<file path="src/rtl/gen_fifo_pkg.sv">
// Shared constants and helpers for the generic register-array FIFO family.
// Fixed-size wrappers pick their geometry from the defaults here.
package gen_fifo_pkg;

  localparam int unsigned DEFAULT_DEPTH = 16;
  localparam int unsigned DEFAULT_WIDTH = 28;

  // Ceiling log2; clog2(1) = 0.
  function automatic int unsigned clog2(input int unsigned value);
    int unsigned result;
    result = 0;
    for (int unsigned i = 0; i < 32; i++) begin
      if ((32'd1 << i) < value) result = i + 1;
    end
    return result;
  endfunction

endpackage

</file>
<file path="src/rtl/gen_fifo_ctrl.sv">
// Pointer, occupancy, flag and sticky-error bookkeeping for the register FIFO.
// Storage and the read data path live in the enclosing FIFO.
module gen_fifo_ctrl
  import gen_fifo_pkg::*;
#(
  parameter int unsigned DEPTH = DEFAULT_DEPTH,
  parameter int unsigned AW    = clog2(DEPTH)
) (
  input  logic          clk,
  input  logic          rst_n,
  input  logic          flush,
  input  logic          push,
  input  logic          pop,
  input  logic          err_clear,
  input  logic [AW:0]   af_threshold,
  input  logic [AW:0]   ae_threshold,
  output logic          wr_en,
  output logic [AW-1:0] wr_ptr,
  output logic [AW-1:0] rd_ptr,
  output logic [AW:0]   depth,
  output logic          full,
  output logic          empty,
  output logic          almost_full,
  output logic          almost_empty,
  output logic          overrun,
  output logic          underrun,
  output logic [AW:0]   high_water
);

  localparam logic [AW:0] DEPTH_FULL = (AW + 1)'(DEPTH);

  logic          push_ok;
  logic          pop_ok;
  logic          overrun_set;
  logic          underrun_set;
  logic [AW:0]   depth_next;

  assign full         = (depth == DEPTH_FULL);
  assign empty        = (depth == '0);
  assign almost_full  = (depth >= af_threshold);
  assign almost_empty = (depth <= ae_threshold);

  // A full FIFO can still accept a push when a pop frees the slot in the same cycle.
  assign push_ok      = push && !flush && (!full || pop);
  assign pop_ok       = pop && !flush && !empty;
  assign overrun_set  = push && !flush && full && !pop;
  assign underrun_set = pop && !flush && empty;
  assign wr_en        = push_ok;

  always_comb begin
    depth_next = depth;
    if (flush)                  depth_next = '0;
    else if (push_ok && !pop_ok) depth_next = depth + (AW + 1)'(1);
    else if (pop_ok && !push_ok) depth_next = depth - (AW + 1)'(1);
  end

  always_ff @(posedge clk or negedge rst_n) begin
    if (!rst_n) begin
      wr_ptr     <= '0;
      rd_ptr     <= '0;
      depth      <= '0;
      overrun    <= 1'b0;
      underrun   <= 1'b0;
      high_water <= '0;
    end else begin
      if (flush) begin
        wr_ptr <= '0;
        rd_ptr <= '0;
      end else begin
        if (push_ok) wr_ptr <= wr_ptr + AW'(1);
        if (pop_ok)  rd_ptr <= rd_ptr + AW'(1);
      end
      depth <= depth_next;

      // A new error in the clearing cycle keeps the flag set.
      if (overrun_set)    overrun <= 1'b1;
      else if (err_clear) overrun <= 1'b0;
      if (underrun_set)   underrun <= 1'b1;
      else if (err_clear) underrun <= 1'b0;

      if (err_clear)               high_water <= depth;
      else if (depth > high_water) high_water <= depth;
    end
  end

endmodule

</file>
<file path="src/rtl/gen_reg_fifo_param.sv">
// Parameterised single-clock register-array FIFO with show-ahead or registered
// read, threshold flags, sticky overrun/underrun and an occupancy high-water mark.
module gen_reg_fifo_param
  import gen_fifo_pkg::*;
#(
  parameter int unsigned DEPTH      = DEFAULT_DEPTH,
  parameter int unsigned WIDTH      = DEFAULT_WIDTH,
  parameter int unsigned SHOW_AHEAD = 1,
  parameter int unsigned AW         = clog2(DEPTH)
) (
  input  logic             clockCore,
  input  logic             resetCore,
  input  logic             flush,
  input  logic             push,
  input  logic [WIDTH-1:0] dataIn,
  input  logic             pop,
  output logic [WIDTH-1:0] dataOut,
  output logic             dataValid,
  input  logic [AW:0]      almostFullThreshold,
  input  logic [AW:0]      almostEmptyThreshold,
  input  logic             errClear,
  output logic             full,
  output logic             empty,
  output logic             almostFullFlag,
  output logic             almostEmptyFlag,
  output logic [AW:0]      fifoDepth,
  output logic             overrun,
  output logic             underrun,
  output logic [AW:0]      highWater
);

  logic             wr_en;
  logic [AW-1:0]    wr_ptr;
  logic [AW-1:0]    rd_ptr;
  logic [WIDTH-1:0] mem [DEPTH];

  gen_fifo_ctrl #(
    .DEPTH (DEPTH),
    .AW    (AW)
  ) u_ctrl (
    .clk          (clockCore),
    .rst_n        (resetCore),
    .flush        (flush),
    .push         (push),
    .pop          (pop),
    .err_clear    (errClear),
    .af_threshold (almostFullThreshold),
    .ae_threshold (almostEmptyThreshold),
    .wr_en        (wr_en),
    .wr_ptr       (wr_ptr),
    .rd_ptr       (rd_ptr),
    .depth        (fifoDepth),
    .full         (full),
    .empty        (empty),
    .almost_full  (almostFullFlag),
    .almost_empty (almostEmptyFlag),
    .overrun      (overrun),
    .underrun     (underrun),
    .high_water   (highWater)
  );

  // Storage is deliberately not reset; stale words are unreachable once pointers clear.
  always_ff @(posedge clockCore) begin
    if (wr_en) mem[wr_ptr] <= dataIn;
  end

  if (SHOW_AHEAD != 0) begin : g_show_ahead
    assign dataOut   = empty ? '0 : mem[rd_ptr];
    assign dataValid = !empty;
  end else begin : g_registered
    logic             pop_ok;
    logic [WIDTH-1:0] data_q;
    logic             valid_q;

    assign pop_ok = pop && !flush && !empty;

    always_ff @(posedge clockCore or negedge resetCore) begin
      if (!resetCore) begin
        data_q  <= '0;
        valid_q <= 1'b0;
      end else begin
        valid_q <= pop_ok;
        if (pop_ok) data_q <= mem[rd_ptr];
      end
    end

    assign dataOut   = data_q;
    assign dataValid = valid_q;
  end

endmodule

</file>
<file path="config.mk">
export PLATFORM = sky130hd
export DESIGN_NAME = gen_reg_fifo_param
export DESIGN_NICKNAME = d
export VERILOG_FILES = /design/src/rtl/gen_fifo_pkg.sv /design/src/rtl/gen_fifo_ctrl.sv /design/src/rtl/gen_reg_fifo_param.sv
export SDC_FILE = /design/constraint.sdc
export NUM_CORES = 1
export LEC_CHECK = 0
export CAP_MARGIN = 20
export CORE_MARGIN = 4
export CORE_UTILIZATION = 40
export CTS_CLUSTER_SIZE = 14
export DETAILED_ROUTE_END_ITERATION = 10
export GPL_TIMING_DRIVEN = 0
export SYNTH_ARGS = -nofsm -noshare
export SYNTH_HDL_FRONTEND = slang
export SYNTH_SLANG_ARGS = --single-unit
</file>
<file path="constraint.sdc">
create_clock -name clockCore -period 3.2 [get_ports clockCore]
set_input_delay 0.48 -clock clockCore [delete_from_list [all_inputs] [get_ports clockCore]]
set_output_delay 0.48 -clock clockCore [all_outputs]
set_load 0.1 [all_outputs]
</file>
==> run_results.csv <==
group,metric,value,unit
synthesis,synth_fp_nets,930,
worst_setup_path,reg2reg_depth,9,
worst_setup_path,cp_slowest_cell,"mux4_2",
detailed_routing,viasPerCell,5.41,
synthesis,yosys_most_used_dff,"edfxtp_1",
detailed_routing,routed_wl,41000,um
timing,fmax,325,MHz
timing,setup_tns,0,ns
synthesis,synth-edff-count,448,
timing,fin_crit,3.08,ns
synthesis,yosys.cell_types.count,47,
synthesis,async_reset_ff_share,4.27,%
final_layout,drive_gt1_share,34.0,%
clocking,numCtsBuffers,50,
grt,grt_overflow,0,
timing,setup_viol,0,
power,clkPwrFrac,28.6,%
grt,track_usage,16.5,%
run_status,outcome,"complete, no violations",
clocking,clock-root-buffer,"clkbuf_16",
timing,worst_slack,0.123,ns
timing,maxSlewHeadroom,29.0,%
worst_setup_path,required,2.72,ns
detailed_routing,drc_errors,0,
worst_setup_path,worstReg2RegStart,"u_ctrl.depth[2]",
power,vdd_ir_drop_max,522,uV
clocking,clkTransAtPathRegs,0.06,ns
placement,place_inst,1557,
synthesis,synth_mux_area_share,17.1,%
power,switching_share,35.3,%
timing,fin_skew,0.0227,ns
worst_setup_path,cp-start-kind,"register",
power,p_comb_share,36.9,%
worst_setup_path,crit_end,"dataOut[22]",
placement,dp_slack,-0.871,ns
clocking,clk_latency,0.57,ns
final_layout,final_cell_count_no_fill,1655,
synthesis,synth-simple-area-share,2.09,%
grt,antenna_found_initial,1,
power,intPower,13.1,mW
power,p_switching,7.15,mW
synthesis,synth_top_area_share,72.4,%
floorplan,row_count,78,
detailed_routing,firstDrtPassIters,7,
placement,dp_hpwl,24000,um
synthesis,synth_xor_area_share,0.465,%
min_path,hold_path_class,"in2async",
clocking,cts_buffer_depth,3,
timing,worst_hold_slack,0.154,ns
grt,grt_max_degree,29,
worst_setup_path,crit_fanout,10,
power,leakagePower,7.28,nW
floorplan,dieArea,49900,sq um
placement,port_buffers,88,
run,maxCapViolations,0,
grt,grt_pass1_vias,9343,
synthesis,ys_seq_area_share,75.1,%
synthesis,synth.avg_cell_area,21.6,sq um
timing,worst_slew_pin_slew,1.06,ns
worst_setup_path,worstPathCellList,"buf_6 -> buf_12 -> buf_8 -> mux4_2 -> mux2i_2 -> o22ai_4 -> buf_4",
floorplan,die_w,223,um
grt,grt_pass1_wl,61400,um
timing,rsz0062_at_grt,"no",
synthesis,synth_cells,861,
synthesis,synthesis.area,18600,sq um
worst_setup_path,startpoint,"u_ctrl.rd_ptr[0]",
worst_setup_path,crit_path_end_kind,"output port",
timing,fin_crit_sh,96.2,%
detailed_routing,wire_per_inst,24.7,um
worst_setup_path,criticalPathCategory,"reg2out",
timing,hold_violations,0,
floorplan,die_height,223,um
detailed_routing,ant_nets,0,
synthesis,synth_top_family_by_area,"multiplexers",
floorplan,initial_core_util,40.7,%
floorplan,fp.coreArea,45700,sq um
worst_setup_path,crit_arrival,2.60,ns
synthesis,synth-compound-area-share,2.01,%
timing,drv_slew,0,
synthesis,synth_area_leader_cell,"edfxtp_1",
synthesis,synth_adder_area_share,1.72,%
worst_setup_path,r2r_setup_slack,0.21,ns
floorplan,io_pins,89,
detailed_routing,drt_iter0_drc,745,
detailed_routing,vias,8957,
clocking,holdBufCountCts,0,
synthesis,yosysWarnings,0,
worst_setup_path,r2r_end,"u_ctrl.depth[4]",
power,seqPwrFrac,34.5,%
clocking,cts_htree_levels,2,
power,power_density,885,nW/um^2
final_layout,nNetsFinal,1082,
final_layout,area_growth,23.1,%
clocking,clock-sinks,468,
synthesis,synthTopCellsByArea,"edfxtp_1 72%, mux4_2 14%, mux2i_1 3.2%",
worst_setup_path,max_stage_delay,0.53,ns
placement,routabilityCongestion,0.699,
clocking,cts_tree,"built",
synthesis,synth-seq-cells,468,
## layer usage
metal | vias up | GRT usage [%] | routed length (um) | share of wire [%]
met4 | 2 | 4.37 | 815 | 2.0
met1 | 4769 | 24.0 | 18600 | 45
li1 | 3921 | - | - | -
met3 | 68 | 2.72 | 1750 | 4.3
met2 | 197 | 26.3 | 19800 | 48
met5 | - | 0 | 13 | 0.032
## kinds of logic after synthesis
family | Yosys count
AOI/OAI and AO/OA | 56
DFF | 468
buffers and inverters | 62
and+or+nand+nor | 65
adders and majority gates | 25
xor gates and xnor gates | 9
muxes | 176
## sequential cells by signal (all words and copies together) (netlist names)
name and count:
u_ctrl.depth 5, u_ctrl.rd_ptr 4, mem 448, u_ctrl.underrun 1, u_ctrl.overrun 1, u_ctrl.wr_ptr 4, u_ctrl.high_water 5
## cell usage in the layout (no fill, tap or decap), drive strengths merged, types with 3 or more instances in the layout
cell type and count:
nand3 7, o21a 3, o22ai 29, ha 24
mux4 112, nand2b 4, clkdlybuf4s50 55, dfrtp 20
o21ai 7, clkbuf 78, a21oi 8, mux2 5
nand3b 3, nor2 12, xor2 5, xnor2 4
and4 4, nor2b 3, nand2 9, buf 65
and3 9, inv 20, edfxtp 448, mux2i 59
bufinv 7, clkinv 26, and2 5
## Yosys cell counts (all sizes together) (4+ instances only)
cell type	n
edfxtp	448
mux4	112
mux2i	59
o22ai	29
ha	24
buf	23
clkbuf	21
dfrtp	20
inv	18
nor2	12
and3	9
nand2	9
a21oi	8
nand3	7
o21ai	7
and2	5
mux2	5
xor2	5
and4	4
nand2b	4
xnor2	4
## power by group through the flow
stage | combinational [mW] | sequential [mW] | clock, mW
after floorplan | 5.09 | 7.41 | 0
after global placement | 6.99 | 7.11 | 0
after detailed placement | 7.05 | 7.11 | 0
after CTS | 7.46 | 6.99 | 5.90
after global routing | 7.86 | 6.99 | 6.17
final | 7.47 | 6.97 | 5.78
## worst max-delay path: cells and delay by family (launching register included)
family,cells,cell delay [ns]
buf+inv,4,0.76
flops,1,0.38
compound gates,1,0.11
mux,2,0.75
## per-stage QoR
stage	power (mW)	util, %	instance area [sq um]
final	20.2	50.1	22900
after global routing	21.0	50.1	22900
after CTS	20.3	49.8	22700
after detailed placement	14.2	45.4	20700
after global placement	14.1	45.0	20600
after floorplan	12.5	-	18900
## timing repair
item,4_1_cts,5_1_grt
setup endpoints to repair,33,29
setup buffers,1,3
pin swaps,1,1
resized for setup,293,19
## worst min path at each step
| stage | depth (start not counted) | startpoint | slack, ns | end |
|---|---|---|---|---|
| floorplan | 0 | resetCore | 0.18 | u_ctrl.depth[0] |
| global placement | 1 | u_ctrl.overrun | 0.48 | u_ctrl.overrun |
| detailed placement | 1 | u_ctrl.overrun | 0.48 | u_ctrl.overrun |
| CTS | 1 | resetCore | 0.46 | u_ctrl.high_water[1] |
| global route | 1 | resetCore | 0.14 | u_ctrl.high_water[3] |
| finish | 1 | resetCore | 0.15 | u_ctrl.high_water[3] |
## area by class of cell
type,count,area (sq um)
antenna,1,2.50
buffer,43,467
clock buffer,57,1300
clock inverter,36,342
fill,3691,22800
inverter,18,67.6
multi-input combinational,331,4940
sequential,468,14000
tap,600,751
timing repair buffer,101,1040
Note: power is estimated with default switching activity, not from simulation.
